[config.mk]
export PLATFORM = sky130hd
export DESIGN_NAME = instr_encoder
export DESIGN_NICKNAME = d
export VERILOG_FILES = /design/src/rtl/instr_pkg.sv /design/src/rtl/instr_fifo.sv /design/src/rtl/instr_encoder.sv
export SDC_FILE = /design/constraint.sdc
export NUM_CORES = 1
export LEC_CHECK = 0
export CORE_ASPECT_RATIO = 1.4
export CORE_UTILIZATION = 45
export DETAILED_ROUTE_END_ITERATION = 8
export PLACE_DENSITY = 0.69
export SYNTH_ARGS = -nofsm -noshare
export SYNTH_HDL_FRONTEND = slang
export SYNTH_HIERARCHICAL = 1
export SYNTH_SLANG_ARGS = --single-unit
[constraint.sdc]
create_clock -name clk -period 4.5 [get_ports clk]
set_clock_uncertainty 0.1 [all_clocks]
set_input_delay 0.675 -clock clk [delete_from_list [all_inputs] [get_ports clk]]
set_output_delay 0.675 -clock clk [all_outputs]
set_load 0.005 [all_outputs]
[src/rtl/instr_pkg.sv]
// rtl/instr_pkg.sv - shared op enum, opcode/funct codes and buffer sizing for the instruction encoder
package instr_pkg;

   localparam int INST_W     = 32;
   localparam int FIFO_DEPTH = 4;
   localparam int PTR_W      = $clog2(FIFO_DEPTH);
   localparam int CNT_W      = $clog2(FIFO_DEPTH + 1);

   localparam logic [CNT_W-1:0] FIFO_FULL = CNT_W'(FIFO_DEPTH);

   // request operation; 31 is deliberately left unassigned and is rejected
   typedef enum logic [4:0] {
      OP_NOP   = 5'd0,
      OP_ADD   = 5'd1,
      OP_ADDU  = 5'd2,
      OP_SUB   = 5'd3,
      OP_SUBU  = 5'd4,
      OP_AND   = 5'd5,
      OP_OR    = 5'd6,
      OP_XOR   = 5'd7,
      OP_NOR   = 5'd8,
      OP_SLT   = 5'd9,
      OP_SLTU  = 5'd10,
      OP_SLL   = 5'd11,
      OP_SRL   = 5'd12,
      OP_SRA   = 5'd13,
      OP_JR    = 5'd14,
      OP_JALR  = 5'd15,
      OP_LW    = 5'd16,
      OP_SW    = 5'd17,
      OP_LUI   = 5'd18,
      OP_ADDI  = 5'd19,
      OP_ADDIU = 5'd20,
      OP_ANDI  = 5'd21,
      OP_ORI   = 5'd22,
      OP_SLTI  = 5'd23,
      OP_SLTIU = 5'd24,
      OP_BEQ   = 5'd25,
      OP_BNE   = 5'd26,
      OP_BLEZ  = 5'd27,
      OP_BGTZ  = 5'd28,
      OP_J     = 5'd29,
      OP_JAL   = 5'd30
   } op_t;

   localparam logic [4:0] OP_ILLEGAL = 5'd31;

   // primary opcodes
   localparam logic [5:0] OPC_RTYPE = 6'h00;
   localparam logic [5:0] OPC_LW    = 6'h23;
   localparam logic [5:0] OPC_SW    = 6'h2b;
   localparam logic [5:0] OPC_LUI   = 6'h0f;
   localparam logic [5:0] OPC_ADDI  = 6'h08;
   localparam logic [5:0] OPC_ADDIU = 6'h09;
   localparam logic [5:0] OPC_ANDI  = 6'h0c;
   localparam logic [5:0] OPC_ORI   = 6'h0d;
   localparam logic [5:0] OPC_SLTI  = 6'h0a;
   localparam logic [5:0] OPC_SLTIU = 6'h0b;
   localparam logic [5:0] OPC_BEQ   = 6'h04;
   localparam logic [5:0] OPC_BNE   = 6'h05;
   localparam logic [5:0] OPC_BLEZ  = 6'h06;
   localparam logic [5:0] OPC_BGTZ  = 6'h07;
   localparam logic [5:0] OPC_J     = 6'h02;
   localparam logic [5:0] OPC_JAL   = 6'h03;

   // R-type function codes
   localparam logic [5:0] FN_ADD  = 6'h20;
   localparam logic [5:0] FN_ADDU = 6'h21;
   localparam logic [5:0] FN_SUB  = 6'h22;
   localparam logic [5:0] FN_SUBU = 6'h23;
   localparam logic [5:0] FN_AND  = 6'h24;
   localparam logic [5:0] FN_OR   = 6'h25;
   localparam logic [5:0] FN_XOR  = 6'h26;
   localparam logic [5:0] FN_NOR  = 6'h27;
   localparam logic [5:0] FN_SLT  = 6'h2a;
   localparam logic [5:0] FN_SLTU = 6'h2b;
   localparam logic [5:0] FN_SLL  = 6'h00;
   localparam logic [5:0] FN_SRL  = 6'h02;
   localparam logic [5:0] FN_SRA  = 6'h03;
   localparam logic [5:0] FN_JR   = 6'h08;
   localparam logic [5:0] FN_JALR = 6'h09;

   function automatic logic [INST_W-1:0] r_word(input logic [4:0] rs, input logic [4:0] rt,
                                                input logic [4:0] rd, input logic [4:0] shamt,
                                                input logic [5:0] funct);
      return {OPC_RTYPE, rs, rt, rd, shamt, funct};
   endfunction

   function automatic logic [INST_W-1:0] i_word(input logic [5:0] opc, input logic [4:0] rs,
                                                input logic [4:0] rt, input logic [15:0] imm);
      return {opc, rs, rt, imm};
   endfunction

   function automatic logic [INST_W-1:0] j_word(input logic [5:0] opc, input logic [25:0] target);
      return {opc, target};
   endfunction

endpackage

[src/rtl/instr_fifo.sv]
// rtl/instr_fifo.sv - 4-entry word buffer between the encoder and instruction memory
module instr_fifo
   import instr_pkg::*;
(
   input  logic              clk,
   input  logic              reset,
   input  logic              push,
   input  logic [INST_W-1:0] push_data,
   input  logic              pop,
   output logic [INST_W-1:0] head,
   output logic [CNT_W-1:0]  count
);

   logic [INST_W-1:0] mem [FIFO_DEPTH];
   logic [PTR_W-1:0]  wr_ptr;
   logic [PTR_W-1:0]  rd_ptr;
   logic              do_push;
   logic              do_pop;

   // guard against overflow/underflow even if the caller does not
   assign do_push = push && (count < FIFO_FULL);
   assign do_pop  = pop && (count != '0);
   assign head    = mem[rd_ptr];

   // storage, pointers and occupancy; reset wipes contents so head reads zero until the first push
   always_ff @(posedge clk) begin
      if (reset) begin
         for (int i = 0; i < FIFO_DEPTH; i++) begin
            mem[i] <= '0;
         end
         wr_ptr <= '0;
         rd_ptr <= '0;
         count  <= '0;
      end else begin
         if (do_push) begin
            mem[wr_ptr] <= push_data;
            wr_ptr      <= wr_ptr + 1'b1;
         end
         if (do_pop) begin
            rd_ptr <= rd_ptr + 1'b1;
         end
         case ({do_push, do_pop})
            2'b10:   count <= count + 1'b1;
            2'b01:   count <= count - 1'b1;
            default: count <= count;
         endcase
      end
   end

endmodule

[src/rtl/instr_encoder.sv]
// rtl/instr_encoder.sv - encodes instruction requests into 32-bit words and streams them to instruction memory
module instr_encoder
   import instr_pkg::*;
(
   input  logic              clk,
   input  logic              reset,
   input  logic              in_valid,
   output logic              in_ready,
   input  logic [4:0]        in_op,
   input  logic [4:0]        in_rs,
   input  logic [4:0]        in_rt,
   input  logic [4:0]        in_rd,
   input  logic [4:0]        in_shamt,
   input  logic [15:0]       in_imm,
   input  logic [25:0]       in_target,
   output logic              out_valid,
   input  logic              out_ready,
   output logic [INST_W-1:0] out_inst,
   output logic [31:0]       out_addr,
   output logic [CNT_W-1:0]  count,
   output logic              err
);

   op_t               op;
   logic [INST_W-1:0] enc_word;
   logic              enc_legal;
   logic              accept;
   logic              push;
   logic              pop;

   assign op = op_t'(in_op);

   // in_ready depends only on registered occupancy, never on out_ready
   assign in_ready  = (count < FIFO_FULL);
   assign accept    = in_valid && in_ready;
   assign push      = accept && enc_legal;
   assign out_valid = (count != '0);
   assign pop       = out_valid && out_ready;

   // field packing; fields an instruction does not use are forced to zero
   always_comb begin
      enc_word  = '0;
      enc_legal = 1'b1;
      case (op)
         OP_NOP:   enc_word = '0;
         OP_ADD:   enc_word = r_word(in_rs, in_rt, in_rd, 5'd0, FN_ADD);
         OP_ADDU:  enc_word = r_word(in_rs, in_rt, in_rd, 5'd0, FN_ADDU);
         OP_SUB:   enc_word = r_word(in_rs, in_rt, in_rd, 5'd0, FN_SUB);
         OP_SUBU:  enc_word = r_word(in_rs, in_rt, in_rd, 5'd0, FN_SUBU);
         OP_AND:   enc_word = r_word(in_rs, in_rt, in_rd, 5'd0, FN_AND);
         OP_OR:    enc_word = r_word(in_rs, in_rt, in_rd, 5'd0, FN_OR);
         OP_XOR:   enc_word = r_word(in_rs, in_rt, in_rd, 5'd0, FN_XOR);
         OP_NOR:   enc_word = r_word(in_rs, in_rt, in_rd, 5'd0, FN_NOR);
         OP_SLT:   enc_word = r_word(in_rs, in_rt, in_rd, 5'd0, FN_SLT);
         OP_SLTU:  enc_word = r_word(in_rs, in_rt, in_rd, 5'd0, FN_SLTU);
         OP_SLL:   enc_word = r_word(5'd0, in_rt, in_rd, in_shamt, FN_SLL);
         OP_SRL:   enc_word = r_word(5'd0, in_rt, in_rd, in_shamt, FN_SRL);
         OP_SRA:   enc_word = r_word(5'd0, in_rt, in_rd, in_shamt, FN_SRA);
         OP_JR:    enc_word = r_word(in_rs, 5'd0, 5'd0, 5'd0, FN_JR);
         OP_JALR:  enc_word = r_word(in_rs, 5'd0, in_rd, 5'd0, FN_JALR);
         OP_LW:    enc_word = i_word(OPC_LW,    in_rs, in_rt, in_imm);
         OP_SW:    enc_word = i_word(OPC_SW,    in_rs, in_rt, in_imm);
         OP_LUI:   enc_word = i_word(OPC_LUI,   5'd0,  in_rt, in_imm);
         OP_ADDI:  enc_word = i_word(OPC_ADDI,  in_rs, in_rt, in_imm);
         OP_ADDIU: enc_word = i_word(OPC_ADDIU, in_rs, in_rt, in_imm);
         OP_ANDI:  enc_word = i_word(OPC_ANDI,  in_rs, in_rt, in_imm);
         OP_ORI:   enc_word = i_word(OPC_ORI,   in_rs, in_rt, in_imm);
         OP_SLTI:  enc_word = i_word(OPC_SLTI,  in_rs, in_rt, in_imm);
         OP_SLTIU: enc_word = i_word(OPC_SLTIU, in_rs, in_rt, in_imm);
         OP_BEQ:   enc_word = i_word(OPC_BEQ,   in_rs, in_rt, in_imm);
         OP_BNE:   enc_word = i_word(OPC_BNE,   in_rs, in_rt, in_imm);
         OP_BLEZ:  enc_word = i_word(OPC_BLEZ,  in_rs, 5'd0,  in_imm);
         OP_BGTZ:  enc_word = i_word(OPC_BGTZ,  in_rs, 5'd0,  in_imm);
         OP_J:     enc_word = j_word(OPC_J,   in_target);
         OP_JAL:   enc_word = j_word(OPC_JAL, in_target);
         default:  enc_legal = 1'b0;
      endcase
   end

   instr_fifo u_fifo (
      .clk       (clk),
      .reset     (reset),
      .push      (push),
      .push_data (enc_word),
      .pop       (pop),
      .head      (out_inst),
      .count     (count)
   );

   // byte address of the head word; advances one word per memory write and wraps at 2^32
   always_ff @(posedge clk) begin
      if (reset) begin
         out_addr <= '0;
      end else if (pop) begin
         out_addr <= out_addr + 32'd4;
      end
   end

   // one-cycle flag for an accepted request carrying the unassigned op code
   always_ff @(posedge clk) begin
      if (reset) begin
         err <= 1'b0;
      end else begin
         err <= accept && !enc_legal;
      end
   end

endmodule

==> out/qor.yml <==
outcome: "completed"
p_leak_nw: 3.75
die_w_um: 118
cts_tree: "done"
path_class: "register to primary output"
grt_usage: 0.218
detailed_place_hpwl_um: 13100
rsz0062_at_grt: "false"
final_util: 0.584
seq_area_frac_synth: 0.552
power_frac_clock: 0.348
tns_ns: 0
synth_edf_count: 128
synth_area_um2: 8410
cp_top_family: "buffers and inverters"
via_count: 5835
layout-drive-gt1-share: 0.121
post_cts_buffers: 0
drv_slew: 0
cp-start-kind: "register"
tightest_slew_ns: 1.12
seqPwrFrac: 0.444
hold_viol: 0
ys_ff_latch: 168
yosys_warnings: 6
hold_start: "out_addr[29]"
cp.buffers_inverters: 2
cts_root_buffer: "clkbuf_16"
hold_path_class: "register to register"
antenna_left: 0
yosys-top-cells-count: "and2_1 (132), edfxtp_1 (128), dfxtp_1 (40), mux4_2 (32), nor2_1 (29)"
drt_iter0_drc: 423
fp-row-count: 58
synthCells: 681
vdd_drop_max_mv: 0.242
combPwrFrac: 0.207
synth.most_common_cell: "and2_1"
grt-ovfl-total: 0
r2r_slack_ns: 1.66
insertion_delay_ns: 0.42
whs_ns: 0.401
die_area_um2: 19300
async_reset_ff_frac: 0
die_height_um: 164
gp_congestion: 0.866
io_buffer_count: 138
vias_per_cell: 5.51
r2r_cells: 10
cts.sinks: 168
worstPathCellList: "buf_4, mux4_2, clkdlybuf4s50_1"
r2r_end: "u_fifo/count[2]"
pin_count: 141
syn_area_per_cell_um2: 12.4
wl_um: 20300
power_density_nw_per_um2: 416
path_max_fanout: 16
power.internal_mw: 3.29
numCtsBuffers: 17
antenna_found_initial: 0
grt_pass1_vias: 6099
cts-resized-gates: 0
whs_endpoint: "out_addr[29]"
crit_path_max_incr_delay_ns: 0.70
setup_viol: 0
required_ns: 3.72
max_slew_margin: 0.251
arrival_ns: 2.51
synth_flop_cell: "edfxtp_1"
worstSetupEndpointType: "primary output"
holdPathStages: 2
routedWlPerCell_um: 19.1
dr.pass1.iters: 5
timing.rr.start: "u_fifo/count[2]"
yosysUniqueCellTypes: 65
yosysTopAreaCellShare: 0.457
initial_core_util: 0.464
synthToLayoutAreaGrowth_pct: 25.9
grt_first_pass_wirelength_um: 31900
yosys.area.top_type: "edfxtp_1"
synth.area.top_cells: "edfxtp_1 (46%), and2_1 (9.8%), dfxtp_1 (9.5%)"
diodes: 0
min_period_ns: 3.29
period_share: 0.730
clock.fmax_mhz: 304
nets: 881
clk_path_buf_depth: 2
maxCapViolCount: 0
drc: 0
cts_hold_buffers: 0
power.net_switching_mw: 1.12
cp_slowest_cell: "dfxtp_2"
switching_share: 0.254
htreeDepth: 4
clk_pin_slew_ns: 0.06
grt_max_degree: 33
core_area_um2: 18100
-- metrics by stage --
stage / instance area, um^2 / worst slack, ns / power [mW] / cells
final: 10600 / 1.21 / 4.41 / 1059
after global routing: 10600 / 1.04 / 4.60 / 1059
after CTS: 10600 / 1.13 / 4.46 / 1059
after detailed placement: 9980 / 0.994 / 2.92 / 1028
after global placement: 9980 / 1.07 / 2.89 / 1028
after floorplan: 8430 / 0.751 / 2.47 / 686
-- per-layer routing --
metal | wire length [um] | track usage | part of all wire | up-vias
met5 | 0 | 0 | 0 | -
li1 | - | - | - | 2766
met1 | 8020 | 0.248 | 0.40 | 2838
met2 | 10900 | 0.402 | 0.54 | 204
met4 | 350 | 0.0781 | 0.017 | 0
met3 | 983 | 0.0465 | 0.049 | 27
-- worst max-delay path by stage --
stage,cells after the start,endpoint,slack (ns)
floorplan,7,u_fifo/mem[1][0],0.75
global placement,13,u_fifo/count[2],1.07
detailed placement,13,u_fifo/count[2],0.99
CTS,3,out_inst[22],1.13
global route,3,out_inst[22],1.04
finish,3,out_inst[22],1.21
-- tightest hold or removal path: cells and delay by family (launching register included) --
| kind | cells | cell delay, ns |
|---|---|---|
| AO/OA/AOI/OAI | 2 | 0.13 |
| flip-flops | 1 | 0.33 |
-- placed cells by master, fill, tap and decap left out, types with 6 or more instances in the layout --
cell,synthesis,final
xor2_1,9,9
conb_1,1,6
xnor2_1,12,12
buf_4,2,15
nand4_1,8,8
dfxtp_1,40,38
and2_1,132,132
a22o_1,16,16
or4_1,16,16
edfxtp_1,128,128
nand3_1,18,18
nand2_1,25,25
nor3_1,8,8
o31ai_1,15,15
inv_1,14,14
clkbuf_16,0,17
nor2_1,29,28
a21o_1,6,6
or3_1,7,7
a21oi_1,27,27
nand2b_1,7,7
clkdlybuf4s50_1,0,138
o21ai_0,15,15
mux4_2,32,32
-- logic make-up after synthesis --
logic type,synth area share
adder cells (fa/ha/maj),0.00535
XOR/XNOR,0.0219
other,0.000446
AO/OA/AOI/OAI,0.0886
multiplexers,0.0870
buffers and inverters,0.0385
AND/OR/NAND/NOR,0.206
flip-flops,0.552
-- power groups by stage --
stage               Combinational, mW  Sequential [mW]  Clock, mW
floorplan                       0.533             1.94          0
global placement                0.906             1.98          0
detailed placement              0.925             2.00          0
CTS                             0.929             1.97       1.57
global route                    0.990             1.98       1.63
finish                          0.915             1.96       1.54
-- sequential cells by signal, summed over array words and instances (netlist names), named ones only --
name	cells
u_fifo/mem	128
u_fifo/rd_ptr	2
u_fifo/wr_ptr	2
out_addr	30
err	1
u_fifo/count	3
-- final cells by class --
cell class | instances | area, um^2
fill | 1482 | 7540
sequential | 168 | 4650
multi-input combinational | 452 | 3480
timing repair buffer | 153 | 1490
clock buffer | 17 | 425
tap | 240 | 300
clock inverter | 14 | 196
inverter | 15 | 56.3
Power figures use the tool's default switching activity.
